===== config.mk =====
export PLATFORM = sky130hd
export DESIGN_NAME = conv2_k_mem_write
export DESIGN_NICKNAME = d
export VERILOG_FILES = /design/src/rtl/conv2_k_mem_write.sv
export SDC_FILE = /design/constraint.sdc
export NUM_CORES = 1
export LEC_CHECK = 0
export BUFFER_PORTS_ARGS = -buffer_cell sky130_fd_sc_hd__buf_2
export CAP_MARGIN = 40
export CORE_UTILIZATION = 30
export DETAILED_ROUTE_END_ITERATION = 10
export PLACE_DENSITY = 0.45
export SYNTH_ARGS = -nofsm -noshare
export SYNTH_HDL_FRONTEND = slang
export SYNTH_SLANG_ARGS = --single-unit

===== constraint.sdc =====
create_clock -name clk -period 4.8 [get_ports clk]
set_input_delay 0.72 -clock clk [delete_from_list [all_inputs] [get_ports clk]]
set_output_delay 0.72 -clock clk [all_outputs]
set_load 0.05 [all_outputs]

===== src/rtl/conv2_k_mem_write.sv =====
// Streams the six conv2 5x5 weight kernels into the weight RAM write port.
// Optional running sum of accepted words: define CONV2_K_WR_CHECKSUM_EN.
module conv2_k_mem_write #(
   parameter int DATA_W = 16,
   parameter int KSIZE  = 25,
   parameter int NKERN  = 6,
   parameter int ADDR_W = 8
) (
   input  logic              clk,
   input  logic              reset,
   input  logic              start,
   input  logic              in_valid,
   input  logic [DATA_W-1:0] in_data,
   output logic              in_ready,
   output logic              we,
   output logic [ADDR_W-1:0] waddr,
   output logic [DATA_W-1:0] wdata,
   output logic              busy,
   output logic              done
`ifdef CONV2_K_WR_CHECKSUM_EN
   ,
   output logic [DATA_W+7:0] checksum
`endif
);

   localparam int TAP_W  = (KSIZE > 1) ? $clog2(KSIZE) : 1;
   localparam int KERN_W = (NKERN > 1) ? $clog2(NKERN) : 1;

   typedef enum logic [1:0] {
      S_IDLE,
      S_LOAD,
      S_FLUSH,
      S_DONE
   } state_t;

   state_t              r_state;
   logic [TAP_W-1:0]    r_tap;
   logic [KERN_W-1:0]   r_kernel;
   logic [ADDR_W-1:0]   r_offset;
   logic                r_inReady;
   logic                r_we;
   logic [ADDR_W-1:0]   r_waddr;
   logic [DATA_W-1:0]   r_wdata;
   logic                r_busy;
   logic                r_done;
`ifdef CONV2_K_WR_CHECKSUM_EN
   logic [DATA_W+7:0]   r_checksum;
`endif

   logic w_accept;
   logic w_tapLast;
   logic w_lastBeat;

   assign w_accept   = in_valid && r_inReady;
   assign w_tapLast  = (r_tap == TAP_W'(KSIZE - 1));
   assign w_lastBeat = w_tapLast && (r_kernel == KERN_W'(NKERN - 1));

   // The kernel base offset advances by KSIZE on each tap wrap, so the
   // address is offset + tap with no multiplier.
   always_ff @(posedge clk) begin
      if (!reset) begin
         r_state    <= S_IDLE;
         r_tap      <= '0;
         r_kernel   <= '0;
         r_offset   <= '0;
         r_inReady  <= 1'b0;
         r_we       <= 1'b0;
         r_waddr    <= '0;
         r_wdata    <= '0;
         r_busy     <= 1'b0;
         r_done     <= 1'b0;
`ifdef CONV2_K_WR_CHECKSUM_EN
         r_checksum <= '0;
`endif
      end else begin
         r_we <= 1'b0;
         case (r_state)
            S_IDLE, S_DONE: begin
               if (start) begin
                  r_state    <= S_LOAD;
                  r_tap      <= '0;
                  r_kernel   <= '0;
                  r_offset   <= '0;
                  r_inReady  <= 1'b1;
                  r_busy     <= 1'b1;
                  r_done     <= 1'b0;
`ifdef CONV2_K_WR_CHECKSUM_EN
                  r_checksum <= '0;
`endif
               end
            end
            S_LOAD: begin
               if (w_accept) begin
                  r_we    <= 1'b1;
                  r_waddr <= r_offset + ADDR_W'(r_tap);
                  r_wdata <= in_data;
`ifdef CONV2_K_WR_CHECKSUM_EN
                  r_checksum <= r_checksum + (DATA_W+8)'(in_data);
`endif
                  if (w_lastBeat) begin
                     r_state   <= S_FLUSH;
                     r_inReady <= 1'b0;
                     r_tap     <= '0;
                     r_kernel  <= '0;
                     r_offset  <= '0;
                  end else if (w_tapLast) begin
                     r_tap    <= '0;
                     r_kernel <= r_kernel + 1'b1;
                     r_offset <= r_offset + ADDR_W'(KSIZE);
                  end else begin
                     r_tap <= r_tap + 1'b1;
                  end
               end
            end
            S_FLUSH: begin
               r_state <= S_DONE;
               r_busy  <= 1'b0;
               r_done  <= 1'b1;
            end
            default: r_state <= S_IDLE;
         endcase
      end
   end

   assign in_ready = r_inReady;
   assign we       = r_we;
   assign waddr    = r_waddr;
   assign wdata    = r_wdata;
   assign busy     = r_busy;
   assign done     = r_done;
`ifdef CONV2_K_WR_CHECKSUM_EN
   assign checksum = r_checksum;
`endif

endmodule


==> results of run 1 <==
-- routing by layer --
layer,vias to the layer above,GRT usage [%],wire length (um)
met5,-,0,0
met3,4,4.08,157
li1,997,-,-
met2,25,21.7,2290
met1,847,19.7,2620
met4,0,3.58,33
-- flip-flops by register name, indices dropped and copies added, names as in the netlist --
name and cells:
done 1, r_state 2, r_tap 5, r_offset 8, we 1, wdata 16
busy 1, waddr 8, r_kernel 3, in_ready 1
-- cells by family (layout without fill, tap and decap cells) --
| group | count (synthesis) | in the layout |
|---|---|---|
| compound gates | 71 | 71 |
| fa+ha+maj | 14 | 14 |
| buf+inv | 23 | 68 |
| xor+xnor | 5 | 5 |
| mux | 3 | 3 |
| flops | 46 | 46 |
| simple gates | 96 | 96 |
-- worst paths after layout --
kind | to | slack, ps | cells after the start
min | wdata[11] | 450 | 2
max reg2reg | r_offset[2] | 2560 | 6
min reg2reg | wdata[11] | 450 | 2
max | r_offset[2] | 2560 | 6
-- metrics by stage --
step	utilization, %	cell area, um^2	instances	hold WS [ps]
6_report	38.3	2640	399	454
5_1_grt	38.3	2640	399	469
4_1_cts	38.3	2640	399	457
3_5_place_dp	36.6	2530	392	444
3_3_place_gp	36.0	2490	390	442
2_1_floorplan	-	2170	258	461
-- synthesized netlist by cell type (2+ instances only) --
cell type / count
a211o_1: 2
and3_1: 2
clkbuf_1: 10
nor4_1: 2
nor2_1: 16
mux2i_1: 2
a211oi_1: 6
o21ai_0: 10
o31ai_1: 3
and2_1: 2
a21oi_1: 28
inv_1: 11
nor2b_1: 2
buf_2: 2
nor3_1: 3
o21a_1: 3
a311oi_1: 2
ha_1: 13
or3_1: 5
a21o_1: 2
xnor2_1: 5
nand3_1: 7
nor4b_1: 2
dfxtp_1: 46
nand2_1: 48
a31oi_1: 3
-- worst min-delay path, delay by kind of cell, from the launching register on --
| kind | cells | cell delay [ps] |
|---|---|---|
| AND/OR/NAND/NOR | 1 | 50 |
| flip-flops | 1 | 310 |
| AO/OA/AOI/OAI | 1 | 50 |
-- cell type report --
type	count	area, um^2	share of cell area [%]
Multi-Input combinational cell	189	1160	44.0
Sequential cell	46	921	34.8
Timing Repair Buffer	50	285	10.8
Tap cell	96	120	4.54
Clock buffer	6	82.6	3.12
Inverter	11	41.3	1.56
Clock inverter	1	30.0	1.14
-- report_power, final --
group          switching, mW  internal [mW]  total, mW
combinational          0.257          0.137      0.394
clock                  0.132          0.167      0.299
sequential            0.0325          0.418      0.450
total                  0.422          0.722       1.14
==> impl_metrics.toml, run 1 <==
[route]
drtIter0Drc = 49
drt-pass1-iter-count = 6
wl_per_cell_um = 12.8
via_per_inst = 4.69
wl_um = 5100
drcViolationCount = 0
vias = 1873
ant_nets = 0

[timing]
hold_violations = 0
final.setup.tns_ps = 0
setup_ws_ps = 2560
final_max_slew_viol_count = 0
grt_setup_unrepaired = "false"
worstMarginPinSlew_ps = 918
fin_skew_ps = 2.92
max_slew_margin_pct = 38.2
layout_min_cycle_time_ps = 2240
fin_crit_sh_pct = 46.7
clock.fmax_ghz = 0.447
finalSetupViolations = 0

[worst_setup_path]
crit_buf_inv = 1
worst_setup_path_end_kind = "register"
path_cells = "inv_1, ha_1, mux2i_2, or2_2, o21ai_0, a311oi_1"
max_stage_delay_ps = 640
crit_family = "compound AO/OA/AOI/OAI gates"
worstPathMaxFanout = 6
crit_required_ps = 4960
slowest_stage = "o21ai_0"
rr_startpoint = "r_state[0]"
startpoint = "r_state[0]"
cp.arrival_ps = 2400
startpoint_type = "register"
crit_type = "reg -> reg"

[yosys]
yosys.area_share.xor_xnor_pct = 2.01
synth-seq-area-share_pct = 42.4
synthFlopType = "dfxtp_1"
synthMuxAreaShare_pct = 1.55
syn_area_mm2 = 0.00217
synthCells = 258
ys_warn_count = 0
yosys_register_bits = 46
ys_async_sr_fraction_pct = 0
synth_compound_area_share_pct = 21.3
synth.largest_area_cell = "dfxtp_1"
synth_top_family_by_area = "compound AO/OA/AOI/OAI gates"
synthDistinctLibCells = 47
synth_edf_count = 0
synth_fa_ha_area_share_pct = 8.41
yosys.area.top_type_share_pct = 42.4
synth_fp_nets = 292
syn_area_per_cell_um2 = 8.42
yosys.area_share.simple_pct = 20.3
synth.area.top_cells = "dfxtp_1, nand2_1, ha_1"

[grt]
grt_usage_pct = 14.2
antenna_found_initial = 0
grt_overflow_total = 0
grt_pass1_vias = 1713
grt_start_max_net_pins = 29
grt_pass1_wl_um = 8330

[clock_tree]
cts_buffers = 5
cts-root-buf = "clkbuf_8"
clock_latency_ps = 300
ctsResizeCount = 0
cts_tree = "built"
cts.sinks = 46
cts_buffer_depth = 2
cts_htree_levels = 2
clk_pin_slew_worst_paths_ps = 90
cts_hold_buf = 0
postCtsSetupRepairBufs = 0

[die]
pin_count = 48
num_rows = 30
die_w_um = 87.1
initial_core_util_pct = 31.5
dieArea_mm2 = 0.00759
coreArea_mm2 = 0.00691
fp.dieH_um = 87.1

[power]
power_leakage_nw = 1.07
ir_worst_vdd_mv = 0.377
p_per_area_mw_per_mm2 = 433
p_total_mw = 1.14

[finish]
drive_gt1_share_pct = 20.5
areaGrowthSynthToFinish_pct = 21.6
n_fill_cell = 735
final_nets = 337
mostFrequentLayoutCells = "nand2_1, buf_2, dfxtp_1"
antenna_cells = 0
final_common_cell = "nand2_1"

[run_status]
status = "finished, final reports clean"

[hold_path]
min_path_type = "reg -> reg"
holdCritStartpoint = "wdata[11]"

[placed_design]
port_buffers = 47
dp_hpwl_um = 3640
place.gp.congestion = 0.754
place_ws_ps = 2540

[run]
maxCapViolCount = 0
Note: power is estimated with default switching activity, not from simulation.
==> run 2: changes to the inputs <==
==> constraint.sdc (replaced) <==
create_clock -name clk -period 2.2 [get_ports clk]
set_input_delay 0.33 -clock clk [delete_from_list [all_inputs] [get_ports clk]]
set_output_delay 0.33 -clock clk [all_outputs]
set_load 0.05 [all_outputs]
==> run 2 against run 1 <==
Compared with the run above:
- worst hold slack lost 190 ps
- combinational power increased by 140%
- critical path type unchanged
- largest cell class unchanged
- clock skew grew 6.2 ps
- flip-flop and latch count unchanged
- critical endpoint is now r_offset[5]
- clock power up 120%
- utilization up 0.71 points
- cell count rose by 2.3%
==> impl_metrics.toml, run 2 (synthesis results as in run 1) <==
[run_status]
status = "finished, final reports clean"

[finish]
seq_area_um2 = 921
areaGrowthSynthToFinish_pct = 23.9
utilization_pct = 39.0
fin_cells = 408
largest_register_ffs = 16
n_fill_cell = 740
multiInputGateArea_mm2 = 0.00117
drive_gt1_share_pct = 23.1
design_area_mm2 = 0.00269
mostFrequentLayoutCells = "nand2_1, buf_2, dfxtp_1"
antenna_cells = 0
final_nets = 346
final_common_cell = "nand2_1"

[clock_tree]
cts_buffer_depth = 2
clk_pin_slew_worst_paths_ps = 90
clock_latency_ps = 300
cts_htree_levels = 2
cts-root-buf = "clkbuf_8"
postCtsSetupRepairBufs = 0
cts_tree = "built"
ctsResizeCount = 0
cts_buffers = 5
cts_hold_buf = 0
cts.sinks = 46

[die]
pin_count = 48
coreArea_mm2 = 0.00691
num_rows = 30
fp.dieH_um = 87.1
initial_core_util_pct = 31.5
dieArea_mm2 = 0.00759
die_w_um = 87.1

[grt]
grt_overflow_total = 0
grt_use_met1_pct = 20.0
grt_use_met2_pct = 23.4
grt_start_max_net_pins = 22
met3_usage_pct = 3.03
grt_usage_pct = 14.6
grt-busiest-layer = "met2"
antenna_found_initial = 0
grt_pass1_wl_um = 8670
grt_pass1_vias = 1822

[run]
maxCapViolCount = 0

[power]
p_total_mw = 2.58
power_leakage_nw = 1.10
ir_worst_vdd_mv = 0.585
p_per_area_mw_per_mm2 = 957

[route]
via_per_inst = 4.73
wl_per_cell_um = 12.7
drt-pass1-iter-count = 6
ant_nets = 0
drcViolationCount = 0
wl_um = 5200
vias = 1929
drtIter0Drc = 55

[placed_design]
dpl.cell_count = 401
place.gp.congestion = 0.745
dp_hpwl_um = 3840
port_buffers = 47
place_ws_ps = 117
dpl_cell_area_mm2 = 0.00257

[worst_setup_path]
path_cells = "inv_1, ha_1, mux2i_2, a211o_4, buf_4, or3_1, a21oi_1"
worstPathMaxFanout = 7
worst_setup_path_end_kind = "register"
startpoint_type = "register"
crit_family = "compound AO/OA/AOI/OAI gates"
max_stage_delay_ps = 380
slowest_stage = "dfxtp_1"
crit_required_ps = 2440
cp.arrival_ps = 2250
crit_type = "reg -> reg"
crit_buf_inv = 2

[timing]
finalSetupViolations = 0
setup_ws_ps = 180
grt_setup_unrepaired = "false"
fin_skew_ps = 9.14
layout_min_cycle_time_ps = 2020
hold_slack_ps = 267
fin_crit_sh_pct = 91.8
worstMarginPinSlew_ps = 524
final_max_slew_viol_count = 0
final.setup.tns_ps = 0
max_slew_margin_pct = 65.0
clock.fmax_ghz = 0.495
hold_violations = 0

[hold_path]
min_path_type = "in -> reg"
run 2: cell types whose count changed in the layout (fill, tap and decap cells not counted):
cell	previous run	this run
buf_4	1	12
a211o_1	2	1
a211o_4	0	1
buf_16	1	0
buf_8	1	0
run 2: where the power goes:
part	switching (mW)	internal [mW]	total [mW]
registers	0.0742	0.912	0.986
clock network	0.291	0.364	0.655
logic	0.574	0.360	0.934
run 2: worst paths after layout:
check	from	endpoint	slack [ps]	depth (start not counted)
setup / recovery	r_state[0]	r_offset[5]	180	7
hold / removal	in_data[9]	wdata[9]	270	3
setup reg to reg	r_state[0]	r_offset[5]	180	7
hold reg to reg	wdata[7]	wdata[7]	450	2
run 2: cell type report:
class,instances,area share (%)
Clock buffer,6,3.07
Multi-Input combinational cell,189,43.5
Inverter,11,1.53
Clock inverter,1,1.12
Timing Repair Buffer,59,12.1
Tap cell,96,4.46
Sequential cell,46,34.2
run 2: metal layers:
| layer | wire length, um | vias up |
|---|---|---|
| met5 | 0 | - |
| met4 | 40 | 0 |
| met3 | 174 | 2 |
| met2 | 2320 | 30 |
| met1 | 2660 | 882 |
| li1 | - | 1015 |
run 2: worst min-delay path: stages:
cell	delay, ps
buf_2	100
nand2_1	40
a21oi_1	50
==> run 3: changes to the inputs <==
--- a/config.mk
+++ b/config.mk
@@ -8,6 +8,7 @@
 export BUFFER_PORTS_ARGS = -buffer_cell sky130_fd_sc_hd__buf_2
 export CAP_MARGIN = 40
 export CORE_UTILIZATION = 30
+export CTS_BUF_LIST = sky130_fd_sc_hd__clkbuf_16
 export DETAILED_ROUTE_END_ITERATION = 10
 export PLACE_DENSITY = 0.45
 export SYNTH_ARGS = -nofsm -noshare
==> run 3 against run 2 <==
Compared with the run above:
- routed wire length shrank 0.56%
- clock power rose by 27%
- via count down 0.93%
- global-route usage increased by 0.10 points
- worst hold slack improved by 18 ps
- sequential share of layout area shrank 0.58 points
- cell count unchanged
- non-clock buffer count unchanged
- final area grew 1.7%
- highest routed layer unchanged
- utilization increased by 0.67 points
==> impl_metrics.toml, run 3 (synthesis results as in run 1) <==
[clock_tree]
cts-root-buf = "clkbuf_16"
clk_pin_slew_worst_paths_ps = 60
clock_latency_ps = 280
cts_buffer_depth = 2
cts_buffers = 5
cts_htree_levels = 2
cts.sinks = 46
cts_tree = "built"
cts_hold_buf = 0

[timing]
hold_slack_ps = 285
fin_crit_sh_pct = 92.0
layout_min_cycle_time_ps = 2030
clock.fmax_ghz = 0.494
final.setup.tns_ps = 0
grt_setup_unrepaired = "false"
hold_violations = 0
fin_skew_ps = 4.86
max_slew_margin_pct = 63.3
finalSetupViolations = 0
final_max_slew_viol_count = 0
worstMarginPinSlew_ps = 550

[route]
wl_per_cell_um = 12.7
wl_um = 5170
via_per_inst = 4.68
ant_nets = 0
vias = 1911
drt-pass1-iter-count = 6
drtIter0Drc = 63
drcViolationCount = 0

[hold_path]
holdPathStages = 3
min_path_type = "in -> reg"

[finish]
largest_register_ffs = 16
antenna_cells = 0
areaGrowthSynthToFinish_pct = 26.0
drive_gt1_share_pct = 22.8
multiInputGateArea_mm2 = 0.00117
n_fill_cell = 735
final_nets = 346
seq_area_um2 = 921
final_common_cell = "nand2_1"
mostFrequentLayoutCells = "nand2_1, buf_2, dfxtp_1"

[run_status]
status = "finished, final reports clean"

[worst_setup_path]
reg2reg_depth = 7
worst_setup_path_end_kind = "register"
slowest_stage = "dfxtp_1"
max_stage_delay_ps = 380
path_cells = "inv_1, ha_1, mux2i_2, a211o_4, buf_4, or3_1, a21oi_1"
worstPathMaxFanout = 7
cp_num_cells = 7
cp.arrival_ps = 2240
crit_type = "reg -> reg"
crit_required_ps = 2410
crit_buf_inv = 2
startpoint_type = "register"
crit_family = "compound AO/OA/AOI/OAI gates"

[power]
p_sw_uw = 957
ir_worst_vdd_mv = 0.607
p_per_area_mw_per_mm2 = 1010
power_leakage_nw = 1.12
internal_power_mw = 1.80
pwr-share-clk_pct = 30.2
pwr-share-comb_pct = 34.1
pwr-share-seq_pct = 35.8
p_sw_share_pct = 34.7

[die]
num_rows = 30
fp.dieH_um = 87.1
dieArea_mm2 = 0.00759
initial_core_util_pct = 31.5
die_w_um = 87.1
pin_count = 48
coreArea_mm2 = 0.00691

[placed_design]
dp_hpwl_um = 3840
port_buffers = 47
place.gp.congestion = 0.745

[grt]
antenna_found_initial = 0
grt_start_max_net_pins = 22
grt_pass1_vias = 1826
grt_usage_pct = 14.7
grt_overflow_total = 0
grt_pass1_wl_um = 8720

[run]
maxCapViolCount = 0
run 3: repair_timing:
action | 4_1_cts | 5_1_grt
setup buffers | 0 | 0
setup endpoints to repair | 0 | 3
gates resized for setup | 0 | 1
run 3: metrics by stage:
| step | setup WS (ps) | util, % | instance area, um^2 | total power, mW | cells |
|---|---|---|---|---|---|
| after global routing | 42.4 | 39.7 | 2740 | 2.93 | 408 |
| after detailed placement | 117 | 37.2 | 2570 | 1.93 | 401 |
| after global placement | 157 | 37.2 | 2570 | 1.93 | 401 |
| after floorplan | 280 | - | 2170 | 1.67 | 258 |
| final | 175 | 39.7 | 2740 | 2.76 | 408 |
| after CTS | 97.7 | 39.5 | 2730 | 2.77 | 408 |
run 3: area by class of cell:
cell class / instances / area share (%)
timing repair buffer: 59 / 11.9
multi-input combinational: 189 / 42.8
sequential: 46 / 33.6
inverter: 11 / 1.51
tap: 96 / 4.39
clock inverter: 2 / 1.23
clock buffer: 5 / 4.57
run 3: final timing paths:
path	startpoint	to	slack (ps)
max	r_state[0]	r_offset[5]	170
min	in_data[8]	wdata[8]	280
max reg2reg	r_state[0]	r_offset[5]	170
min reg2reg	wdata[7]	wdata[7]	450
run 3: routing by layer:
metal | share of wire [%] | vias up | GRT usage (%) | routed length (um)
li1 | - | 1016 | - | -
met1 | 52 | 865 | 20.1 | 2680
met2 | 44 | 26 | 23.3 | 2290
met3 | 2.7 | 4 | 3.32 | 137
met4 | 1.1 | 0 | 4.02 | 57
met5 | 0 | - | 0 | 0
run 3: power groups by stage:
stage / clock, mW / combinational [mW] / sequential [mW]
CTS: 0.858 / 0.927 / 0.986
finish: 0.831 / 0.939 / 0.987
global placement: 0 / 0.924 / 1.00
floorplan: 0 / 0.544 / 1.12
detailed placement: 0 / 0.921 / 1.01
global route: 0.888 / 1.04 / 0.997
run 3: worst reg2reg max path, cell delays in order, from the launching register on:
cell and delay, ps:
dfxtp_1 380, inv_1 60, ha_1 360, mux2i_2 180
a211o_4 320, buf_4 170, or3_1 340, a21oi_1 140
